`config.mk`:
```
export PLATFORM = sky130hd
export DESIGN_NAME = pipe_stage_skid
export DESIGN_NICKNAME = d
export VERILOG_FILES = /design/src/rtl/pipe_pkg.sv /design/src/rtl/pipe_slot.sv /design/src/rtl/pipe_stage_skid.sv
export SDC_FILE = /design/constraint.sdc
export NUM_CORES = 1
export LEC_CHECK = 0
export BUFFER_PORTS_ARGS = -buffer_cell sky130_fd_sc_hd__buf_2
export CAP_MARGIN = 20
export CORE_MARGIN = 3
export CORE_UTILIZATION = 53
export CTS_CLUSTER_DIAMETER = 200
export DETAILED_ROUTE_END_ITERATION = 16
export PLACE_DENSITY = 0.88
export SLEW_MARGIN = 20
export SYNTH_ARGS = -nofsm -noshare
export SYNTH_HDL_FRONTEND = slang
export SYNTH_SLANG_ARGS = --single-unit
```
`constraint.sdc`:
```
create_clock -name clk -period 2.5 [get_ports clk]
set_clock_uncertainty 0.2 [all_clocks]
set_input_delay 0.25 -clock clk [delete_from_list [all_inputs] [get_ports clk]]
set_output_delay 0.25 -clock clk [all_outputs]
set_load 0.01 [all_outputs]
```
`src/rtl/pipe_pkg.sv`:
```
// Shared state encoding and default widths for the pipeline-stage skid register.
package pipe_pkg;

  localparam logic [1:0] ST_EMPTY = 2'd0;
  localparam logic [1:0] ST_BUSY  = 2'd1;
  localparam logic [1:0] ST_FULL  = 2'd2;

  localparam int DEF_DATA_W = 64;
  localparam int DEF_CTRL_W = 8;
  localparam int DEF_CNT_W  = 16;

endpackage

```
`src/rtl/pipe_slot.sv`:
```
// One {ctrl, data} storage slot; ctrl can be cleared independently to form a bubble.
module pipe_slot import pipe_pkg::*; #(
  parameter int                CTRL_W     = DEF_CTRL_W,
  parameter int                DATA_W     = DEF_DATA_W,
  parameter logic [DATA_W-1:0] PRESET_VAL = '0
) (
  input  logic              clk,
  input  logic              arst_n,
  input  logic              i_load,
  input  logic              i_clr_ctrl,
  input  logic [CTRL_W-1:0] i_ctrl,
  input  logic [DATA_W-1:0] i_data,
  output logic [CTRL_W-1:0] o_ctrl,
  output logic [DATA_W-1:0] o_data
);

  logic [CTRL_W-1:0] r_ctrl;
  logic [DATA_W-1:0] r_data;

  // Data only moves on a load, so a bubble keeps its stale payload.
  always_ff @(posedge clk) begin
    if (!arst_n) begin
      r_ctrl <= '0;
      r_data <= PRESET_VAL;
    end else if (i_load) begin
      r_ctrl <= i_clr_ctrl ? '0 : i_ctrl;
      r_data <= i_data;
    end else if (i_clr_ctrl) begin
      r_ctrl <= '0;
    end
  end

  assign o_ctrl = r_ctrl;
  assign o_data = r_data;

endmodule

```
`src/rtl/pipe_stage_skid.sv`:
```
// Valid/ready pipeline-stage register with a 2-entry skid buffer, flush and stall counter.
//   state    | meaning
//   EMPTY    | no beat held
//   BUSY     | main slot valid
//   FULL     | main and skid slots valid, upstream stalled
module pipe_stage_skid import pipe_pkg::*; #(
  parameter int                DATA_W     = DEF_DATA_W,
  parameter int                CTRL_W     = DEF_CTRL_W,
  parameter logic [DATA_W-1:0] PRESET_VAL = '0,
  parameter int                CNT_W      = DEF_CNT_W
) (
  input  logic              clk,
  input  logic              arst_n,
  input  logic              flush,
  input  logic              in_valid,
  output logic              in_ready,
  input  logic [CTRL_W-1:0] in_ctrl,
  input  logic [DATA_W-1:0] in_data,
  output logic              out_valid,
  input  logic              out_ready,
  output logic [CTRL_W-1:0] out_ctrl,
  output logic [DATA_W-1:0] out_data,
  input  logic              cnt_clr,
  output logic [CNT_W-1:0]  stall_cnt
);

  localparam logic [CNT_W-1:0] CNT_ONE = CNT_W'(1);

  logic [1:0]        r_state;
  logic [1:0]        w_next_state;
  logic              r_in_ready;
  logic [CNT_W-1:0]  r_stall_cnt;
  logic              w_in_fire;
  logic              w_out_fire;
  logic              w_main_load;
  logic              w_main_from_skid;
  logic              w_skid_load;
  logic [CTRL_W-1:0] w_skid_ctrl;
  logic [DATA_W-1:0] w_skid_data;
  logic [CTRL_W-1:0] w_main_ctrl_in;
  logic [DATA_W-1:0] w_main_data_in;

  assign out_valid  = (r_state != ST_EMPTY);
  assign in_ready   = r_in_ready;
  assign w_in_fire  = in_valid & r_in_ready;
  assign w_out_fire = out_valid & out_ready;

  always_comb begin
    w_next_state     = r_state;
    w_main_load      = 1'b0;
    w_main_from_skid = 1'b0;
    w_skid_load      = 1'b0;
    case (r_state)
      ST_EMPTY: begin
        if (w_in_fire) begin
          w_main_load  = 1'b1;
          w_next_state = ST_BUSY;
        end
      end
      ST_BUSY: begin
        if (w_in_fire && w_out_fire) begin
          w_main_load = 1'b1;
        end else if (w_in_fire) begin
          w_skid_load  = 1'b1;
          w_next_state = ST_FULL;
        end else if (w_out_fire) begin
          w_next_state = ST_EMPTY;
        end
      end
      ST_FULL: begin
        if (w_out_fire) begin
          w_main_load      = 1'b1;
          w_main_from_skid = 1'b1;
          w_next_state     = ST_BUSY;
        end
      end
      default: w_next_state = ST_EMPTY;
    endcase
    // Flush discards any accepted beat and leaves both slots as bubbles.
    if (flush) begin
      w_next_state = ST_EMPTY;
      w_main_load  = 1'b0;
      w_skid_load  = 1'b0;
    end
  end

  assign w_main_ctrl_in = w_main_from_skid ? w_skid_ctrl : in_ctrl;
  assign w_main_data_in = w_main_from_skid ? w_skid_data : in_data;

  always_ff @(posedge clk) begin
    if (!arst_n) begin
      r_state    <= ST_EMPTY;
      r_in_ready <= 1'b0;
    end else begin
      r_state    <= w_next_state;
      r_in_ready <= (w_next_state != ST_FULL);
    end
  end

  always_ff @(posedge clk) begin
    if (!arst_n || cnt_clr) begin
      r_stall_cnt <= '0;
    end else if (out_valid && !out_ready && (r_stall_cnt != '1)) begin
      r_stall_cnt <= r_stall_cnt + CNT_ONE;
    end
  end

  assign stall_cnt = r_stall_cnt;

  pipe_slot #(
    .CTRL_W     (CTRL_W),
    .DATA_W     (DATA_W),
    .PRESET_VAL (PRESET_VAL)
  ) u_main (
    .clk        (clk),
    .arst_n     (arst_n),
    .i_load     (w_main_load),
    .i_clr_ctrl (flush),
    .i_ctrl     (w_main_ctrl_in),
    .i_data     (w_main_data_in),
    .o_ctrl     (out_ctrl),
    .o_data     (out_data)
  );

  pipe_slot #(
    .CTRL_W     (CTRL_W),
    .DATA_W     (DATA_W),
    .PRESET_VAL (PRESET_VAL)
  ) u_skid (
    .clk        (clk),
    .arst_n     (arst_n),
    .i_load     (w_skid_load),
    .i_clr_ctrl (flush),
    .i_ctrl     (in_ctrl),
    .i_data     (in_data),
    .o_ctrl     (w_skid_ctrl),
    .o_data     (w_skid_data)
  );

endmodule

```
==> reports/metrics.json <==
{
  "number_of_antenna_violations_at_the_first_check_in_global_routing": {"value": 0},
  "multi_input_gate_area_in_the_final_layout": {"value": 3425, "unit": "sq um"},
  "leakagePower": {"value": 4.889, "unit": "nW"},
  "synthCells": {"value": 733},
  "maxCapViolations": {"value": 0},
  "number_of_buffers_inserted_during_clock_tree_synthesis": {"value": 17},
  "postCtsResizedCells": {"value": 0},
  "syn2layout_area_growth": {"value": 33.70, "unit": "%"},
  "max_slew_margin": {"value": 52.87, "unit": "%"},
  "totalPowerFinal": {"value": 6.102, "unit": "mW"},
  "mappedNetlistNets": {"value": 812},
  "ys_warn_count": {"value": 0},
  "total_number_of_h_tree_levels": {"value": 4},
  "clock.fmax": {"value": 0.4614, "unit": "GHz"},
  "synth_cell_type_count": {"value": 52},
  "synth_area_leader_cell": {"value": "dfxtp_1"},
  "synth.yosys.seq_area_share": {"value": 47.00, "unit": "%"},
  "buffer_ports.inserted": {"value": 167},
  "detailed_route_vias_per_instance": {"value": 5.466},
  "grt_max_degree": {"value": 65},
  "seqCellArea": {"value": 3263, "unit": "sq um"},
  "place_congestion": {"value": 0.8376},
  "synth_edf_count": {"value": 0},
  "power.share.clock": {"value": 46.1, "unit": "%"},
  "status": {"value": "finished, final reports clean"},
  "final_max_slew_viol_count": {"value": 0},
  "power.density_cell_area": {"value": 657.3, "unit": "nW/um^2"},
  "worst-setup-path-type": {"value": "in -> reg"},
  "async_flop_share": {"value": 0, "unit": "%"},
  "setup_repair_after_global_routing_missed_its_margin": {"value": "no"},
  "crit_family": {"value": "buffers and inverters"},
  "max-vdd-ir-drop": {"value": 413.2, "unit": "uV"},
  "critical_path.startpoint_type": {"value": "input port"},
  "post-dp-hpwl": {"value": 10170, "unit": "um"},
  "critical_path_required": {"value": 2610, "unit": "ps"},
  "critPathSlowestCell": {"value": "dlygate4sd3_1"},
  "period_minus_slack": {"value": 2168, "unit": "ps"},
  "internal_power_of_the_cells": {"value": 4.779, "unit": "mW"},
  "aggregate_negative_setup_slack": {"value": 0, "unit": "ps"},
  "final.fill_count": {"value": 889},
  "topRoutingLayerUsed": {"value": "met4"},
  "clk_pin_slew_worst_paths": {"value": 60, "unit": "ps"},
  "wirelength_met1": {"value": 7303, "unit": "um"},
  "core.rowCount": {"value": 41},
  "start_util": {"value": 54.57, "unit": "%"},
  "all_layer_global_routing_usage": {"value": 24.90, "unit": "%"},
  "worstPathMaxFanout": {"value": 64},
  "synth_top_flop_cell": {"value": "dfxtp_1"},
  "drt-wirelength-per-cell": {"value": 15.84, "unit": "um"},
  "share_seq_of_total_power": {"value": 44.7, "unit": "%"},
  "most_common_cell_after_layout_fill_and_taps_aside": {"value": "nand2_1"},
  "die_area": {"value": 14510, "unit": "sq um"},
  "clockRootBuffer": {"value": "clkbuf_16"},
  "layout-drive-gt1-share": {"value": 22.77, "unit": "%"},
  "period_share": {"value": 86.70, "unit": "%"},
  "floorplan.die.width": {"value": 120.5, "unit": "um"},
  "core_region_area": {"value": 12720, "unit": "sq um"},
  "grt_overflow": {"value": 0},
  "mostFrequentLayoutCells": {"value": "nand2_1 (200), buf_2 (166), dfxtp_1 (163)"},
  "power.share.switching": {"value": 21.68, "unit": "%"},
  "critical_path_buf_inv_count": {"value": 3},
  "critical_path_data_arrival_time": {"value": 2270, "unit": "ps"},
  "met3_wirelength": {"value": 803, "unit": "um"},
  "crit_path_cell_trace": {"value": "dlygate4sd3_1 > buf_2 > nand2b_1 > or3_2 > buf_4 > nand2_1 > a21boi_1"},
  "switching_power": {"value": 1.323, "unit": "mW"},
  "timing.final.setup_violations": {"value": 0},
  "drt_pre_antenna_iters": {"value": 5},
  "setup.worst_path.end_class": {"value": "flop"},
  "num_io_pins": {"value": 168},
  "antenna-diode-count": {"value": 0},
  "synth_register_bits": {"value": 163},
  "wire_length_after_detailed_routing": {"value": 17960, "unit": "um"},
  "residual_drc": {"value": 0},
  "ctsLongestPathBuffers": {"value": 2},
  "cts.sink_count": {"value": 163},
  "worstHoldPathType": {"value": "in -> reg"},
  "synthesis.area_per_instance": {"value": 9.472, "unit": "sq um"},
  "synth_top_area_share": {"value": 47.00, "unit": "%"},
  "met2RoutedLength": {"value": 9169, "unit": "um"},
  "ys_top_cells_by_area": {"value": "dfxtp_1 (47%), mux2i_1 (12%), nand2_1 (11%)"},
  "crit_path_max_incr_delay": {"value": 540, "unit": "ps"},
  "first_global_vias": {"value": 6192},
  "finalHoldViolCount": {"value": 0},
  "fp.dieH": {"value": 120.5, "unit": "um"},
  "worst-slew-pin-transition": {"value": 707.0, "unit": "ps"},
  "drt_iter0_markers": {"value": 425},
  "synthesis.area": {"value": 6943, "unit": "sq um"},
  "wire_length_of_the_first_global_routing_pass": {"value": 29330, "unit": "um"},
  "finalNetCount": {"value": 1028},
  "final_antenna_net_count": {"value": 0},
  "post_cts_hold_buffer_count": {"value": 75},
  "num_vias": {"value": 6198},
  "cts_tree": {"value": "done"},
  "comb_power_share": {"value": 9.2, "unit": "%"},
  "insertion_delay": {"value": 420, "unit": "ps"},
  "cts.repair_timing.setup_buffer_count": {"value": 0}
}
==> worst register-to-register path: stages (launching register included) <==
cell and delay (ps):
dfxtp_1 370, nand3b_4 220, or3_2 460, buf_4 330
nand2_1 240, a21boi_1 90
==> synthesized netlist by cell type (3+ instances only) <==
library cell / instances
nand2_1: 200
dfxtp_1: 163
mux2i_1: 81
a21boi_1: 64
o211a_1: 64
buf_2: 32
clkbuf_1: 20
a21oi_1: 13
nor2_1: 10
o21ai_0: 8
o2bb2ai_1: 8
or3_1: 8
nand2b_1: 5
nand3_1: 5
nand4_1: 4
inv_1: 3
nor3_1: 3
==> per-layer routing <==
layer | vias to the layer above | global-route usage, %
met5 | - | 0
met4 | 0 | 12.89
met3 | 54 | 6.221
met2 | 190 | 43.00
met1 | 2948 | 28.41
li1 | 3006 | -
==> power groups by stage <==
stage	Sequential, mW	Clock, mW	Combinational [mW]
after floorplan	2.81	0	0.216
after global placement	2.78	0	0.448
after detailed placement	2.78	0	0.458
after CTS	2.72	2.84	0.551
after global routing	2.73	2.96	0.609
final	2.73	2.81	0.562
==> final timing paths <==
kind	to	startpoint	slack [ps]	cells after the start
max reg2reg	u_skid.o_data[19]	r_state[1]	480	5
min reg2reg	u_skid.o_data[54]	u_skid.o_data[54]	250	2
min	in_ready	flush	30	3
max	u_skid.o_data[19]	out_ready	330	7
==> area by class of cell <==
type / instances / share of cell area (%)
Clock buffer: 25 / 5.445
Clock inverter: 7 / 1.550
Inverter: 3 / 0.1213
Multi-Input combinational cell: 513 / 36.89
Sequential cell: 163 / 35.15
Tap cell: 172 / 2.318
Timing Repair Buffer: 251 / 18.52
==> logic make-up after synthesis <==
logic type | after synthesis | share of synthesized area [%]
AOI/OAI and AO/OA | 170 | 20.44
and+or+nand+nor | 259 | 16.60
muxes | 82 | 11.84
DFF | 163 | 47.00
buffers and inverters | 57 | 3.820
adders and majority gates | 1 | 0.1802
xor gates and xnor gates | 1 | 0.1262
==> stage by stage <==
step	setup slack [ps]	cells	util, %	area [sq um]	hold slack, ps
after floorplan	637.4	733	-	6943	184.8
after global placement	552.8	1027	61.96	7883	239.2
after detailed placement	506.5	1027	61.96	7883	244.2
after CTS	368.9	1134	72.96	9283	14.86
after global routing	250.4	1134	72.96	9283	20.10
final	332.5	1134	72.96	9283	31.05
==> state kept, by name (all words and copies together) (netlist names) <==
signal / flops
u_main.o_data: 64
in_ready: 1
u_skid.o_ctrl: 8
stall_cnt: 16
r_state: 2
u_skid.o_data: 64
u_main.o_ctrl: 8
Power figures use the tool's default switching activity.
